`config.mk`:
```
export PLATFORM = sky130hd
export DESIGN_NAME = fifo_rr_drain
export DESIGN_NICKNAME = d
export VERILOG_FILES = /design/src/rtl/fifo_rr_drain_pkg.sv /design/src/rtl/fifo_rr_drain_rr_pick.sv /design/src/rtl/fifo_rr_drain.sv
export SDC_FILE = /design/constraint.sdc
export NUM_CORES = 1
export LEC_CHECK = 0
export ABC_AREA = 1
export BUFFER_PORTS_ARGS = -buffer_cell sky130_fd_sc_hd__buf_2
export CORE_UTILIZATION = 47
export CTS_CLUSTER_DIAMETER = 200
export DETAILED_ROUTE_END_ITERATION = 10
export PLACE_DENSITY = 0.81
export SYNTH_ARGS = -nofsm -noshare
export SYNTH_HDL_FRONTEND = slang
export SYNTH_HIERARCHICAL = 1
export SYNTH_SLANG_ARGS = --single-unit
```
`constraint.sdc`:
```
create_clock -name clk -period 3.2 [get_ports clk]
set_input_delay 0.16 -clock clk [delete_from_list [all_inputs] [get_ports clk]]
set_output_delay 0.16 -clock clk [all_outputs]
set_load 0.01 [all_outputs]
```
`src/rtl/fifo_rr_drain_pkg.sv`:
```
// Shared types and helpers for the packet-atomic round-robin FIFO drainer.
package fifo_rr_drain_pkg;

  // IDLE: no packet open. BURST: owner's packet open, EOP not yet read.
  typedef enum logic {
    ST_IDLE  = 1'b0,
    ST_BURST = 1'b1
  } state_e;

  localparam int NPORTS_DEF    = 4;
  localparam int DATAWIDTH_DEF = 18;

  // Modular add for operands already below n; keeps port pointers in range
  // when n is not a power of two.
  function automatic int wrap_add(input int a, input int b, input int n);
    int s;
    s = a + b;
    return (s >= n) ? (s - n) : s;
  endfunction

endpackage

```
`src/rtl/fifo_rr_drain_rr_pick.sv`:
```
// Combinational round-robin picker: first requester at or after ptr, wrapping.
module rr_pick
  import fifo_rr_drain_pkg::*;
#(
  parameter int NPORTS   = 4,
  parameter int PTRWIDTH = 2
) (
  input  logic [NPORTS-1:0]   req,
  input  logic [PTRWIDTH-1:0] ptr,
  output logic                any,
  output logic [PTRWIDTH-1:0] sel
);

  logic [NPORTS-1:0]   rot;
  logic [PTRWIDTH-1:0] off;

  // Rotate requests right by ptr so the highest-priority port lands at bit 0.
  always_comb begin
    rot = '0;
    for (int j = 0; j < NPORTS; j++) begin
      rot[j] = req[wrap_add(j, int'(ptr), NPORTS)];
    end
  end

  // Priority encode the rotated vector; the lowest set bit wins.
  always_comb begin
    off = '0;
    for (int j = NPORTS - 1; j >= 0; j--) begin
      if (rot[j]) off = PTRWIDTH'(j);
    end
  end

  assign any = |req;
  assign sel = PTRWIDTH'(wrap_add(int'(off), int'(ptr), NPORTS));

endmodule

```
`src/rtl/fifo_rr_drain.sv`:
```
// Packet-atomic round-robin drain of NPORTS zero-latency FIFO read ports into
// one registered write port. A port keeps ownership until its EOP word is read.
module fifo_rr_drain
  import fifo_rr_drain_pkg::*;
#(
  parameter int NPORTS    = NPORTS_DEF,
  parameter int DATAWIDTH = DATAWIDTH_DEF,
  parameter int EOPBIT    = DATAWIDTH - 1,
  parameter int PTRWIDTH  = 2
) (
  input  logic                        clk,
  input  logic                        reset_l,
  input  logic [NPORTS-1:0]           fifo_ne,
  input  logic [NPORTS*DATAWIDTH-1:0] fifo_rd_data,
  output logic [NPORTS-1:0]           fifo_re,
  output logic [DATAWIDTH-1:0]        out_data,
  output logic                        out_we,
  input  logic                        out_full,
  output logic [NPORTS-1:0]           grant,
  output logic                        busy
);

  state_e                state_q, state_d;
  logic [PTRWIDTH-1:0]   ptr_q, ptr_d;
  logic [PTRWIDTH-1:0]   owner_q, owner_d;
  logic [NPORTS-1:0]     grant_q, grant_d;
  logic [DATAWIDTH-1:0]  out_data_q, out_data_d;
  logic                  out_we_q, out_we_d;

  logic                  pick_any;
  logic [PTRWIDTH-1:0]   pick_sel;
  logic [PTRWIDTH-1:0]   sel;
  logic                  have;
  logic                  go;
  logic [DATAWIDTH-1:0]  word;

  rr_pick #(
    .NPORTS   (NPORTS),
    .PTRWIDTH (PTRWIDTH)
  ) u_pick (
    .req (fifo_ne),
    .ptr (ptr_q),
    .any (pick_any),
    .sel (pick_sel)
  );

  // Source select and read issue; an open packet locks selection to its owner.
  // Reads are gated by reset so no FIFO is popped while the pipeline is held.
  always_comb begin
    sel     = (state_q == ST_IDLE) ? pick_sel : owner_q;
    have    = (state_q == ST_IDLE) ? pick_any : fifo_ne[owner_q];
    go      = reset_l && !out_full && have;
    word    = fifo_rd_data[int'(sel)*DATAWIDTH +: DATAWIDTH];
    fifo_re = go ? (NPORTS'(1) << sel) : '0;
  end

  // Next state: EOP closes the packet and moves priority past the sender.
  always_comb begin
    state_d    = state_q;
    ptr_d      = ptr_q;
    owner_d    = owner_q;
    grant_d    = grant_q;
    out_data_d = out_data_q;
    out_we_d   = 1'b0;
    if (go) begin
      out_data_d = word;
      out_we_d   = 1'b1;
      if (word[EOPBIT]) begin
        state_d = ST_IDLE;
        ptr_d   = PTRWIDTH'(wrap_add(int'(sel), 1, NPORTS));
        grant_d = '0;
      end else begin
        state_d = ST_BURST;
        owner_d = sel;
        grant_d = NPORTS'(1) << sel;
      end
    end
  end

  // State and output registers.
  always_ff @(posedge clk or negedge reset_l) begin
    if (!reset_l) begin
      state_q    <= ST_IDLE;
      ptr_q      <= '0;
      owner_q    <= '0;
      grant_q    <= '0;
      out_data_q <= '0;
      out_we_q   <= 1'b0;
    end else begin
      state_q    <= state_d;
      ptr_q      <= ptr_d;
      owner_q    <= owner_d;
      grant_q    <= grant_d;
      out_data_q <= out_data_d;
      out_we_q   <= out_we_d;
    end
  end

  assign out_data = out_data_q;
  assign out_we   = out_we_q;
  assign grant    = grant_q;
  assign busy     = (state_q == ST_BURST);

  // Reading an empty port would mean the selection logic is broken.
  a_no_empty_read: assert property (@(posedge clk) disable iff (!reset_l)
    (fifo_re & ~fifo_ne) == '0);

endmodule

```
# Yosys cells after proc, flatten, opt, wreduce, memory -nomap -nowiden
# Cells that the tools add are included.
# W data, S select, Z words.
dict set report totals {
  regBits 28
  out_inout_bits 28
  wordCells 68
}
dict set report classes {
  add_sub_neg 11
  mul 1
  magnitude_cmp 11
  n_shift 2
  muxes 30
  bitwise 1
  reduce_logical 6
}
# op n
set ops {}
lappend ops {{$lt A32 B4 Y1 const B} 4}
lappend ops {{$mux W32} 4}
lappend ops {{$ge A32 B4 Y1 const B} 3}
lappend ops {{$sub A32 B4 Y32 const B} 3}
lappend ops {{$shiftx A72 B8 Y18} 1}
lappend ops {{$mux W2} 7}
lappend ops {{$mux W1} 12}
lappend ops {{$bmux W1 S2} 5}
lappend ops {{$mux W4} 2}
lappend ops {{$add A2 B2 Y3 const A} 2}
lappend ops {{$ge A3 B3 Y1 const B} 2}
lappend ops {{$mul A2 B4 Y6 const B} 1}
lappend ops {{$reduce_and A2 Y1} 2}
lappend ops {{$reduce_or A4 Y1} 1}
lappend ops {{$shl A1 B2 Y4 const A} 1}
lappend ops {{$sub A2 B1 Y2 const B} 2}
lappend ops {{$sub A2 B3 Y4 const B} 1}
lappend ops {{$add A1 B2 Y3 const A} 1}
lappend ops {{$add A2 B1 Y3 const B} 1}
lappend ops {{$add A2 B2 Y3} 1}
lappend ops {{$ge A2 B3 Y1 const B} 1}
lappend ops {{$lt A2 B3 Y1 const B} 1}
lappend ops {{$logic_and A1 B1 Y1} 2}
lappend ops {{$logic_not A1 Y1} 1}
lappend ops {{$not A1 Y1} 1}

# Logic depth before layout (Yosys ltp)
# Gate-level depths: netlist (run 1).
dict set report depth {
  depth_word 18
  ltp_mapped 21
  depth_no_buf 19
}

# Modules after synthesis
# Netlist (run 1), hierarchy kept.
# module n_inst cells_each area_each_um2 seq_area_each_um2
set by_module_without_submodules {}
lappend by_module_without_submodules {fifo_rr_drain 1 292 1919.3 700.7}
lappend by_module_without_submodules {rr_pick 1 56 267.8 0.0}

# Worst setup path after synthesis (run 1)
# Ideal clock, no wire load.
dict set report synth_timing {
  kind {register -> register}
  startpoint {reg ptr_q[0]}
  endpoint {reg grant_q[0], in the netlist grant[0]}
  setup_time_ns 0.065
  t_arrival_ns 2.405
  required_time_ns 3.135
  setup_slack_ns 0.730
  stages_incl_launch_ff 21
  path_cell_list {dfrtp_1 -> buf_6 -> inv_8 -> nand2_1 -> nand2_2 -> nand2_2 -> nand2_2 -> inv_1 -> a21oi_1 -> ha_1 -> xor2_1 -> inv_1 -> nand3_1 -> nand2_1 -> o21ai_0 -> buf_2 -> ha_1 -> inv_1 -> nor2_1 -> nand2_1 -> nand2_1}
}
dict set report synth_between {
  elab_chain_cells 17
  elab_cells_between_ends 40
  classes_between {add/sub: 9; mul: 1; order compare: 5; shift: 2; mux: 23}
}
# element line
set synth_lines {}
lappend synth_lines {{start: declaration} fifo_rr_drain.sv:24} ;# logic [PTRWIDTH-1:0] ptr_q, ptr_d;
lappend synth_lines {{start signal: assignment} fifo_rr_drain.sv:91} ;# ptr_q <= ptr_d;
lappend synth_lines {{$add A2 B2 Y3} fifo_rr_drain_pkg.sv:17} ;# s = a + b;
lappend synth_lines {{$sub A32 B4 Y32 or $ge A32 B4 Y1 (tied branches)} fifo_rr_drain_pkg.sv:18} ;# return (s >= n) ? (s - n) : s;
lappend synth_lines {{$mux W32} fifo_rr_drain_pkg.sv:18}
lappend synth_lines {{$bmux W1 S2} fifo_rr_drain_rr_pick.sv:21} ;# rot[j] = req[wrap_add(j, int'(ptr), NPORTS)];
lappend synth_lines {{$mux W1 (not written as such) (2 in a row)} fifo_rr_drain_rr_pick.sv:21}
lappend synth_lines {{$mux W2 (4 in a row)} fifo_rr_drain_rr_pick.sv:29} ;# if (rot[j]) off = PTRWIDTH'(j);
lappend synth_lines {{$add A2 B2 Y3 (*)} fifo_rr_drain_pkg.sv:17}
lappend synth_lines {{$ge A3 B3 Y1 or $sub A2 B1 Y2 (tied branches)} fifo_rr_drain_pkg.sv:18}
lappend synth_lines {{$mux W2 (*)} fifo_rr_drain_pkg.sv:18}
lappend synth_lines {{named net pick_sel[1]} fifo_rr_drain.sv:31} ;# logic [PTRWIDTH-1:0] pick_sel;
lappend synth_lines {{$mux W2 (*)} fifo_rr_drain.sv:50} ;# sel = (state_q == ST_IDLE) ? pick_sel : owner_q;
lappend synth_lines {{$mul A2 B4 Y6} fifo_rr_drain.sv:53} ;# word = fifo_rd_data[int'(sel)*DATAWIDTH +: DATAWIDTH];
lappend synth_lines {{$shiftx A72 B8 Y18} fifo_rr_drain.sv:53}
lappend synth_lines {{$mux W4 (*)} fifo_rr_drain.sv:68} ;# if (word[EOPBIT]) begin
lappend synth_lines {{end signal: assignment} fifo_rr_drain.sv:93} ;# grant_q <= grant_d;
lappend synth_lines {{end: declaration} fifo_rr_drain.sv:26} ;# logic [NPORTS-1:0] grant_q, grant_d;
# The timed path passes the listed nets; every way through them passes the cells marked *. The select of a mux whose other input is x is not followed.
# A chain may end at the register's enable or synchronous reset.

# Final worst setup path (run 1)
dict set report layout_timing {
  startpoint {reg ptr_q[0]}
  endpoint {out fifo_re[0]}
}
dict set report layout_between {
  elab_chain_cells 16
  elab_cells_between_ends 38
  classes_between {add/sub: 9; order compare: 5; shift: 1; mux: 23}
}
# element line
set layout_lines {}
lappend layout_lines {{$add A2 B2 Y3} fifo_rr_drain_pkg.sv:17}
lappend layout_lines {{$sub A32 B4 Y32 or $ge A32 B4 Y1 (tied branches)} fifo_rr_drain_pkg.sv:18}
lappend layout_lines {{$mux W32} fifo_rr_drain_pkg.sv:18}
lappend layout_lines {{$bmux W1 S2} fifo_rr_drain_rr_pick.sv:21}
lappend layout_lines {{$mux W1 (not written as such) (2 in a row)} fifo_rr_drain_rr_pick.sv:21}
lappend layout_lines {{$mux W2 (4 in a row)} fifo_rr_drain_rr_pick.sv:29}
lappend layout_lines {{$add A2 B2 Y3 (*)} fifo_rr_drain_pkg.sv:17}
lappend layout_lines {{$ge A3 B3 Y1 or $sub A2 B1 Y2 (tied branches)} fifo_rr_drain_pkg.sv:18}
lappend layout_lines {{$mux W2 (*)} fifo_rr_drain_pkg.sv:18}
lappend layout_lines {{named net pick_sel[1]} fifo_rr_drain.sv:31}
lappend layout_lines {{$mux W2 (*)} fifo_rr_drain.sv:50}
lappend layout_lines {{$shl A1 B2 Y4 (*)} fifo_rr_drain.sv:54} ;# fifo_re = go ? (NPORTS'(1) << sel) : '0;
lappend layout_lines {{$mux W4 (*)} fifo_rr_drain.sv:54}
lappend layout_lines {{end: declaration} fifo_rr_drain.sv:15} ;# output logic [NPORTS-1:0] fifo_re,
# Marked as above.

==> summary.md, run 1 <==
| Metric | Value |
|---|---|
| CTS Root Cell | clkbuf_8 |
| Final hold viol count | 0 |
| Placer Congestion | 0.838 |
| Core area | 4410 um^2 |
| WL final | 5590 um |
| Initial Util | 49.5% |
| Int Pwr | 1.41 mW |
| CP Max Fanout | 10 |
| ANT cells | 0 |
| IO Port Bufs | 106 |
| Critical path cell sequence | buf_4 -> nand2_1 -> nand2_1 -> nand2_2 -> nand2_2 -> inv_1 -> a21oi_1 -> ha_1 -> xor2_1 -> inv_1 -> nand3_1 -> nand2_1 -> o21ai_4 -> ha_1 -> inv_1 -> nor2_1 -> buf_2 |
| Slew Limit Fails | 0 |
| Clock Path Buffers | 2 |
| Yosys cell types | 22 |
| Setup crit start kind | register |
| Share of cells above drive strength 1 | 29.6% |
| Htree depth | 1 |
| CP Capture Type | output pin |
| Synth Net Count | 432 |
| Min Tclk post-route | 2.99 ns |
| ANT nets after route | 0 |
| CP top delay family | simple AND/OR/NAND/NOR gates |
| Setup TNS | 0 ns |
| Chip width | 70.2 um |
| Max cap viols | 0 |
| Clock net sink count | 28 |
| Via count | 2,382 |
| Die H | 70.2 um |
| P_sw | 1.61 mW |
| Sequential fraction of the synthesis area | 32.0% |
| Nets | 534 |
| Critical path class | register to output pin |
| Grt ovf | 0 |
| Synth Instances | 348 |
| Worst hold slack | 0.227 ns |
| Mapped cell area | 2190 um^2 |
| Rel. slew slack | 67.4% |
| Drt via density | 4.75 |
| Vias in the first global route | 2,165 |
| Yosys reg bits | 28 |
| Pleak | 1.76 nW |
| Sequential share of power | 21.0% |
| DP HPWL | 4300 um |
| Drt pass-1 iters | 4 |
| GRT Overall Usage | 22.5% |
| Row count | 24 |
| Logic pwr share | 72.1% |
| Peak VDD IR | 0.577 mV |
| Clk slew on worst S/H paths | 0.09 ns |
| Routed len/inst | 11.2 um |
| DRT iter0 DRCs | 75 |
| Clock network fraction of total power | 7.0% |
| Io pins | 107 |
| Fmax | 0.335 GHz |
| Fin crit share | 93.4% |
| Initial antenna violation count | 0 |
| First-pass GRT wire length | 9040 um |
| DIE AREA | 4930 um^2 |
| Syn. warnings | 6 |
| Hold Path Class | primary input to register |
| Clock Skew | 0.00187 ns |
| Total CTS buffers | 3 |
| Flop2flop setup slack | 0.43 ns |
| DRC Markers | 0 |
| Slowest CP cell | dfrtp_2 |
| Arr. time, crit path | 2.83 ns |
| CTS tree | built |
| Avg Cell Area, Syn | 6.28 um^2 |
| Pwr Density | 1070 nW/um^2 |
| Switching share of power | 53.3% |
| Status | completed |
| Actual slew at the worst max-slew pin | 0.487 ns |
| Largest net degree at the start of global routing | 52 |
| Final setup vio count | 0 |
| Delay of the slowest critical-path stage | 0.52 ns |
| CP required | 3.04 ns |
| Worst skew pair latency | 0.26 ns |
| CP bufs+invs | 5 |
| Synth-to-Final Area Change | 29.2% |
[per-layer routing]
layer / share of wire, % / GRT usage (%) / wire, um
met1: 44 / 27.2 / 2440
met2: 52 / 42.1 / 2890
met3: 4.3 / 2.45 / 239
met4: 0.45 / 5.78 / 25
met5: 0 / 0 / 0
[cells in the final DEF (no fill, tap or decap), types with 2 or more instances in the layout]
cell type and instances:
buf_2 106, buf_4 6, clkbuf_8 4, dfrtp_1 27, ha_1 5, inv_1 50
inv_2 2, nand2_1 175, nand2_2 8, nand3_1 13, nor2_1 5, o211ai_1 34
o21ai_0 2
[synthesized netlist by cell type]
| master | instances | area share, % |
|---|---|---|
| nand2_1 | 175 | 30 |
| inv_1 | 50 | 8.6 |
| o211ai_1 | 34 | 12 |
| dfrtp_1 | 28 | 32 |
| buf_2 | 14 | 3.2 |
| nand3_1 | 13 | 3.0 |
| nand2_2 | 8 | 2.3 |
| ha_1 | 5 | 2.9 |
| nor2_1 | 5 | 0.86 |
| o21ai_0 | 3 | 0.69 |
| inv_2 | 2 | 0.34 |
| a21oi_1 | 1 | 0.23 |
| a21oi_2 | 1 | 0.40 |
| buf_4 | 1 | 0.34 |
| buf_6 | 1 | 0.51 |
| inv_8 | 1 | 0.51 |
| nand2_4 | 1 | 0.51 |
| nand3b_1 | 1 | 0.34 |
| nand4_1 | 1 | 0.29 |
| nor2_4 | 1 | 0.51 |
| o21ai_2 | 1 | 0.40 |
| xor2_1 | 1 | 0.40 |
[power by group through the flow]
stage	combinational, mW	clock [mW]	sequential, mW
6_report	2.18	0.211	0.635
5_1_grt	2.47	0.233	0.654
4_1_cts	2.14	0.216	0.632
3_5_place_dp	2.13	0	0.634
3_3_place_gp	2.07	0	0.629
2_1_floorplan	1.62	0	0.664
[flip-flops by register name (all words and copies together) (netlist names)]
signal / flops
owner_q: 2
out_we: 1
ptr_q: 2
out_data: 18
busy: 1
grant: 4
[final cells by class]
type                    instances  area [um^2]
fillers                       430         1590
well taps                      52         65.1
repair buffers                113          586
clock buffers                   4         55.1
inverters                      53          206
multi-input cells             251         1210
flip-flops and latches         28          702
[stage by stage]
step	util, %	power (mW)	worst slack (ns)	instances	area, um^2
floorplan	-	2.28	0.730	348	2190
global placement	62.0	2.70	0.524	495	2740
detailed placement	62.0	2.77	0.428	495	2740
CTS	63.4	2.99	0.115	500	2800
global route	64.0	3.36	-0.00911	501	2830
finish	64.0	3.03	0.211	501	2830
[logic make-up (layout without fill, tap and decap cells)]
kind of cell / Yosys count / in the layout / synth area share [%]
buf+inv: 69 / 170 / 13.5
flops: 28 / 28 / 32.0
fa+ha+maj: 5 / 5 / 2.86
simple gates: 205 / 205 / 37.8
compound gates: 40 / 40 / 13.4
xor+xnor: 1 / 1 / 0.401
[worst register-to-register path, stage by stage (launching register included)]
cell	delay (ns)
dfrtp_2	0.52
buf_4	0.16
nand2_1	0.04
nand2_1	0.08
nand2_2	0.06
nand2_2	0.09
inv_1	0.04
a21oi_1	0.14
ha_1	0.17
xor2_1	0.20
nand2_1	0.08
nand2_1	0.14
nand2_1	0.09
o21ai_2	0.16
buf_4	0.28
nand2_1	0.09
nand2_2	0.12
nand2_1	0.10
nand2_1	0.08
nand2_1	0.05
[repair_timing]
item | CTS | global route
setup buffers | 0 | 1
hold buffers | 1 | 0
setup endpoints to repair | 0 | 4
hold endpoints to repair | 28 | 0
gates resized for setup | 0 | 3
[path summary, 6_finish.rpt]
path,startpoint,end,depth (start not counted)
max in group asynchronous,reset_l,ptr_q[0]$_DFFE_PN0P_,3
hold reg to reg,grant[2]$_DFFE_PN0P_,grant[2]$_DFFE_PN0P_,2
setup reg to reg,ptr_q[0]$_DFFE_PN0P_,owner_q[0]$_DFFE_PN0P_,19
min in group asynchronous,reset_l,out_we$_DFF_PN0_,3
setup / recovery,ptr_q[0]$_DFFE_PN0P_,fifo_re[0],17
hold / removal,fifo_rd_data[52],out_data[16]$_DFFE_PN0P_,5
Power figures use the tool's default switching activity.
==> run 2, diff against run 1 <==
--- a/config.mk
+++ b/config.mk
@@ -8,8 +8,9 @@
 export ABC_AREA = 1
 export BUFFER_PORTS_ARGS = -buffer_cell sky130_fd_sc_hd__buf_2
 export CORE_UTILIZATION = 47
-export CTS_CLUSTER_DIAMETER = 200
+export CTS_CLUSTER_DIAMETER = 150
 export DETAILED_ROUTE_END_ITERATION = 10
+export MAX_ROUTING_LAYER = met4
 export PLACE_DENSITY = 0.81
 export SYNTH_ARGS = -nofsm -noshare
 export SYNTH_HDL_FRONTEND = slang
==> run 2 against run 1 <==
Register-to-register slack lost 0.02 ns. Largest power group unchanged. Wire length grew 0.32%. Non-clock buffer count is the same. Highest routed layer unchanged. Worst setup slack lost 0.0089 ns.
==> summary.md, run 2 (synthesis results as in run 1) <==
| Metric | Value |
|---|---|
| Status | completed |
| Clock net sink count | 28 |
| Chip width | 70.2 um |
| GRT Overall Usage | 23.1% |
| Peak VDD IR | 0.578 mV |
| Die H | 70.2 um |
| Initial antenna violation count | 0 |
| DP HPWL | 4300 um |
| WL final | 5610 um |
| Max cap viols | 0 |
| Fmax | 0.334 GHz |
| Drt pass-1 iters | 4 |
| Setup crit start kind | register |
| CP top delay family | simple AND/OR/NAND/NOR gates |
| Worst hold slack | 0.227 ns |
| CP Max Fanout | 10 |
| Nets | 534 |
| Drt via density | 4.77 |
| Placer Congestion | 0.851 |
| Clock Path Buffers | 2 |
| IO Port Bufs | 106 |
| ANT cells | 0 |
| CP Capture Type | output pin |
| Row count | 24 |
| Fin crit share | 93.7% |
| ANT nets after route | 0 |
| Dpl cells | 495 |
| Min Tclk post-route | 3.00 ns |
| Hold Path Class | primary input to register |
| Initial Util | 49.5% |
| Final setup vio count | 0 |
| Core area | 4410 um^2 |
| Total CTS buffers | 3 |
| Worst skew pair latency | 0.26 ns |
| Largest net degree at the start of global routing | 52 |
| Via count | 2,389 |
| Rel. slew slack | 67.5% |
| Pwr Density | 1070 nW/um^2 |
| CP bufs+invs | 5 |
| CTS Root Cell | clkbuf_8 |
| Routed len/inst | 11.2 um |
| Commonest non-fill, non-tap cell in the layout | nand2_1 |
| Share of cells above drive strength 1 | 29.6% |
| Clock Skew | 0.00259 ns |
| Slew Limit Fails | 0 |
| Io pins | 107 |
| Max reg flops | 18 |
| Vias in the first global route | 2,165 |
| Grt ovf | 0 |
| DIE AREA | 4930 um^2 |
| Delay of the slowest critical-path stage | 0.52 ns |
| Htree depth | 1 |
| Critical path cell sequence | buf_4 -> nand2_1 -> nand2_1 -> nand2_2 -> nand2_2 -> inv_1 -> a21oi_1 -> ha_1 -> xor2_1 -> inv_1 -> nand3_1 -> nand2_1 -> o21ai_4 -> ha_1 -> inv_1 -> nor2_1 -> buf_2 |
| Arr. time, crit path | 2.84 ns |
| Slowest CP cell | dfrtp_2 |
| Final hold viol count | 0 |
| Actual slew at the worst max-slew pin | 0.485 ns |
| Finished Layout Cells | 501 |
| CP required | 3.04 ns |
| DRC Markers | 0 |
| DRT iter0 DRCs | 93 |
| Clk slew on worst S/H paths | 0.09 ns |
| First-pass GRT wire length | 9040 um |
| Most frequent cells in the layout | 175 x nand2_1, 106 x buf_2, 50 x inv_1 |
| Pleak | 1.76 nW |
| Synth-to-Final Area Change | 29.2% |
| Critical path class | register to output pin |
| CTS tree | built |
run 2: cell counts in the layout (fill, tap and decap cells not counted):
Identical to the previous run, type by type.
run 2: final cells by class:
| cell class | instances | area, um^2 |
|---|---|---|
| Fill cell | 430 | 1590 |
| Multi-Input combinational cell | 251 | 1210 |
| Sequential cell | 28 | 702 |
| Timing Repair Buffer | 113 | 586 |
| Inverter | 53 | 206 |
| Tap cell | 52 | 65.1 |
| Clock buffer | 4 | 55.1 |
run 2: path summary, 6_finish.rpt:
check	startpoint	to	slack [ns]	cells past startpoint
max	ptr_q[0]$_DFFE_PN0P_	fifo_re[0]	0.20	17
min	fifo_rd_data[52]	out_data[16]$_DFFE_PN0P_	0.23	5
max reg2reg	ptr_q[0]$_DFFE_PN0P_	owner_q[1]$_DFFE_PN0P_	0.41	19
min reg2reg	grant[2]$_DFFE_PN0P_	grant[2]$_DFFE_PN0P_	0.48	2
max in group asynchronous	reset_l	ptr_q[0]$_DFFE_PN0P_	2.49	3
min in group asynchronous	reset_l	out_we$_DFF_PN0_	0.42	3
run 2: metrics by stage:
| step | TNS (ns) | power [mW] | utilization (%) | worst slack [ns] | cell area (um^2) |
|---|---|---|---|---|---|
| 2_1_floorplan | 0 | 2.28 | - | 0.730 | 2190 |
| 3_3_place_gp | 0 | 2.70 | 62.0 | 0.524 | 2740 |
| 3_5_place_dp | 0 | 2.77 | 62.0 | 0.428 | 2740 |
| 4_1_cts | 0 | 2.99 | 63.4 | 0.115 | 2800 |
| 5_1_grt | -0.0169 | 3.36 | 64.0 | -0.00912 | 2830 |
| 6_report | 0 | 3.03 | 64.0 | 0.203 | 2830 |
run 2: layer usage:
metal  vias to the layer above  track usage (%)  wire [um]
met2                        80             42.1       2890
met3                         4             1.88        239
met1                      1028             27.5       2440
met4                         0             5.78         36
li1                       1277                -          -
met5                         -                -          0
run 2: what timing repair did:
action	CTS	global route
gates resized for setup	0	3
setup endpoints to repair	0	4
setup buffers	0	1
endpoints found under the hold margin	28	0
hold buffers	1	0
run 2: worst reg2reg max path: cells and delay by family (launching register included):
| family | cells | cell delay [ns] |
|---|---|---|
| xor+xnor | 1 | 0.20 |
| compound gates | 2 | 0.29 |
| simple gates | 12 | 1.03 |
| flops | 1 | 0.52 |
| fa+ha+maj | 1 | 0.17 |
| buf+inv | 3 | 0.49 |
run 2: report_power, final:
part | internal, mW | switching, mW | leakage [nW]
sequential | 0.506 | 0.130 | 0.358
combinational | 0.798 | 1.39 | 1.37
clock | 0.110 | 0.0990 | 0.0288
total | 1.41 | 1.61 | 1.76
==> run 3, diff against run 2 <==
--- a/config.mk
+++ b/config.mk
@@ -5,9 +5,8 @@
 export SDC_FILE = /design/constraint.sdc
 export NUM_CORES = 1
 export LEC_CHECK = 0
-export ABC_AREA = 1
 export BUFFER_PORTS_ARGS = -buffer_cell sky130_fd_sc_hd__buf_2
-export CORE_UTILIZATION = 47
+export CORE_UTILIZATION = 45
 export CTS_CLUSTER_DIAMETER = 150
 export DETAILED_ROUTE_END_ITERATION = 10
 export MAX_ROUTING_LAYER = met4
==> run 3 against run 2 <==
First-iteration DRC count rose by 23%. Via count decreased by 17%. Global-route usage is 0.070 points higher. Sequential power up 2%. Cell area shrank 8.4%. Worst setup slack better by 0.085 ns. Critical path type unchanged. Highest routed layer unchanged.
==> summary.md, run 3 <==
| Metric | Value |
|---|---|
| Worst path depth | 14 |
| Layout Utilization | 63.3% |
| Via count | 1,976 |
| Htree depth | 1 |
| Max cap viols | 0 |
| CP Max Fanout | 19 |
| Clk slew on worst S/H paths | 0.10 ns |
| GRT Overall Usage | 23.2% |
| Actual slew at the worst max-slew pin | 0.548 ns |
| WL final | 5010 um |
| RSZ-0062 raised after global routing | false |
| Status | completed |
| Post-synth top area share | 35.9% |
| Peak VDD IR | 0.524 mV |
| Delay of the slowest critical-path stage | 0.51 ns |
| Most common cell in the netlist | nand2_1 |
| Commonest non-fill, non-tap cell in the layout | buf_2 |
| Synth Instances | 228 |
| Worst hold stages | 4 |
| Most area-consuming cells after synthesis | dfrtp_1 36%, nand2_1 15%, mux2_2 11%, a31oi_1 5.8%, and3_1 5.4% |
| Grt ovf | 0 |
| DIE AREA | 4600 um^2 |
| Drt pass-1 iters | 4 |
| Largest net degree at the start of global routing | 38 |
| Fmax | 0.343 GHz |
| Final setup vio count | 0 |
| Pwr Density | 1090 nW/um^2 |
| Hold Path Class | primary input to register |
| Vias in the first global route | 1,816 |
| Critical path cell sequence | nand3b_1 -> o311ai_1 -> o21ai_0 -> o221ai_1 -> ha_1 -> xnor2_1 -> xnor2_1 -> mux2i_2 -> inv_1 -> buf_4 -> ha_1 -> nand2_1 -> inv_1 -> buf_2 |
| Hold Path Sink | out_data[5]$_DFFE_PN0P_ |
| Share of cells above drive strength 1 | 44.2% |
| Clock Path Buffers | 2 |
| R2r endpoint | owner_q[0]$_DFFE_PN0P_ |
| Setup TNS | 0 ns |
| Post-synth EDFFs | 0 |
| IO Port Bufs | 106 |
| Yosys cell types | 35 |
| Pleak | 1.38 nW |
| Synth Area in Simple Gates | 24.4% |
| Nets | 415 |
| DRT iter0 DRCs | 114 |
| Syn. warnings | 6 |
| Max reg flops | 18 |
| Clock net sink count | 28 |
| Post-synthesis mux area share | 18.0% |
| Core area | 4090 um^2 |
| Power Total | 2.81 mW |
| Io pins | 107 |
| Most frequent cells in the layout | 106 x buf_2, 76 x nand2_1, 28 x dfrtp_1 |
| ANT nets after route | 0 |
| Synth top cells by count | 76 x nand2_1, 28 x dfrtp_1, 19 x mux2_2, 18 x a31oi_1, 17 x and3_1 |
| Synth Net Count | 312 |
| Largest family of logic cells by synthesized area | simple AND/OR/NAND/NOR gates |
| Initial Util | 47.8% |
| CTS tree | built |
| Fin crit share | 91.0% |
| Drt via density | 5.20 |
| Chip width | 67.9 um |
| CTS Root Cell | clkbuf_8 |
| Multi-input combinational cell area | 1120 um^2 |
| Die H | 67.9 um |
| Final hold viol count | 0 |
| Mapped cell area | 1950 um^2 |
| Compound-Gate Fraction of Synth Area | 10.6% |
| CP bufs+invs | 4 |
| DP HPWL | 3680 um |
| Synth-to-Final Area Change | 32.6% |
| CP top delay family | buffers and inverters |
| Worst r2r path cells | 11 |
| Min Tclk post-route | 2.91 ns |
| Placer Congestion | 0.790 |
| DRC Markers | 0 |
| CP required | 3.04 ns |
| Initial antenna violation count | 0 |
| Asr flop ratio synth | 100% |
| Main flop type after synthesis | dfrtp_1 |
| Critical R2R Launch | ptr_q[0]$_DFFE_PN0P_ |
| Critical path class | register to output pin |
| Clock Skew | 0.00720 ns |
| HP Start | fifo_rd_data[23] |
| Synth area leader | dfrtp_1 |
| Filler cells | 368 |
| Flop2flop setup slack | 0.38 ns |
| Post-synthesis xor/xnor area fraction | 0.897% |
| Total CTS buffers | 3 |
| Seq. cell area | 701 um^2 |
| First-pass GRT wire length | 7840 um |
| Slowest CP cell | dfrtp_1 |
| Row count | 23 |
| Routed len/inst | 13.2 um |
| Slew Limit Fails | 0 |
| CP Capture Type | output pin |
| Rel. slew slack | 63.5% |
| ANT cells | 0 |
| Avg Cell Area, Syn | 8.56 um^2 |
| Worst skew pair latency | 0.28 ns |
| Setup crit start kind | register |
| Adder-Cell Fraction of Synth Area | 3.21% |
| CP startpoint | ptr_q[0]$_DFFE_PN0P_ |
| Arr. time, crit path | 2.75 ns |
| Sequential fraction of the synthesis area | 35.9% |
| Setup bufs post-CTS | 0 |
| Yosys reg bits | 28 |
==> run 3: cell count changes after synthesis, moves of 3 or more <==
cell | previous run | this run
nand3_1 | 13 | 1
and3_1 | 0 | 17
o22ai_1 | 0 | 6
a31oi_1 | 0 | 18
mux2i_1 | 0 | 3
inv_1 | 50 | 11
buf_2 | 14 | 5
clkbuf_1 | 0 | 5
nand2_2 | 8 | 1
mux2_2 | 0 | 19
nand2_1 | 175 | 76
o211ai_1 | 34 | 0
==> run 3: where the power goes <==
| group | total (mW) | internal [mW] | leakage, nW | switching (mW) |
|---|---|---|---|---|
| logic | 1.89 | 0.847 | 1.01 | 1.04 |
| registers | 0.648 | 0.521 | 0.336 | 0.127 |
| clock network | 0.277 | 0.167 | 0.0357 | 0.109 |
| total | 2.81 | 1.54 | 1.38 | 1.27 |
==> run 3: cell type report <==
| type | instances | share of cell area (%) |
|---|---|---|
| inverters | 12 | 1.74 |
| well taps | 50 | 2.42 |
| clock inverters | 1 | 1.16 |
| multi-input cells | 173 | 43.4 |
| flip-flops and latches | 28 | 27.1 |
| repair buffers | 113 | 22.6 |
| clock buffers | 3 | 1.59 |
==> run 3: stage by stage <==
| step | std cells | cell area, um^2 | setup slack [ns] | hold slack [ns] |
|---|---|---|---|---|
| floorplan | 228 | 1950 | 0.556 | -0.136 |
| global route | 380 | 2590 | 0.0216 | 0.308 |
| CTS | 380 | 2590 | 0.241 | 0.308 |
| detailed placement | 375 | 2510 | 0.359 | 0.248 |
| finish | 380 | 2590 | 0.287 | 0.309 |
| global placement | 375 | 2510 | 0.508 | 0.248 |
==> run 3: cells by family (layout without fill, tap and decap cells) <==
kind of cell               after synthesis  in the layout
and+or+nand+nor                        106            106
AOI/OAI and AO/OA                       32             32
muxes                                   28             28
DFF                                     28             28
buffers and inverters                   27            129
adders and majority gates                5              5
xor gates and xnor gates                 2              2
==> run 3: worst reg2reg max path, cell delays in order (launching register included) <==
cell	delay [ns]
dfrtp_1	0.51
nand3b_1	0.15
o311ai_1	0.10
o21ai_0	0.09
o221ai_1	0.13
ha_1	0.35
mux2i_4	0.08
inv_2	0.27
mux2i_1	0.39
mux2i_4	0.16
nor2b_2	0.16
mux2_1	0.32
==> run 3: worst max path at each step <==
stage	to	slack, ns
final	fifo_re[3]	0.29
after global routing	fifo_re[2]	0.02
after CTS	fifo_re[3]	0.24
after detailed placement	owner_q[0]$_DFFE_PN0P_	0.36
after global placement	owner_q[0]$_DFFE_PN0P_	0.51
after floorplan	owner_q[0]$_DFFE_PN0P_	0.56
==> run 3: repair_timing <==
action	4_1_cts	5_1_grt
hold buffers	1	0
gates resized for setup	0	1
hold endpoints to repair	28	0
setup endpoints to repair	0	3
==> run 3: metal layers <==
| metal | up-vias | share of wire [%] | global-route usage [%] | wire [um] |
|---|---|---|---|---|
| met5 | - | 0 | - | 0 |
| met1 | 912 | 45 | 29.1 | 2250 |
| met4 | 0 | 0.74 | 7.55 | 37 |
| met3 | 4 | 5.2 | 3.00 | 263 |
| li1 | 987 | - | - | - |
| met2 | 73 | 49 | 38.6 | 2460 |
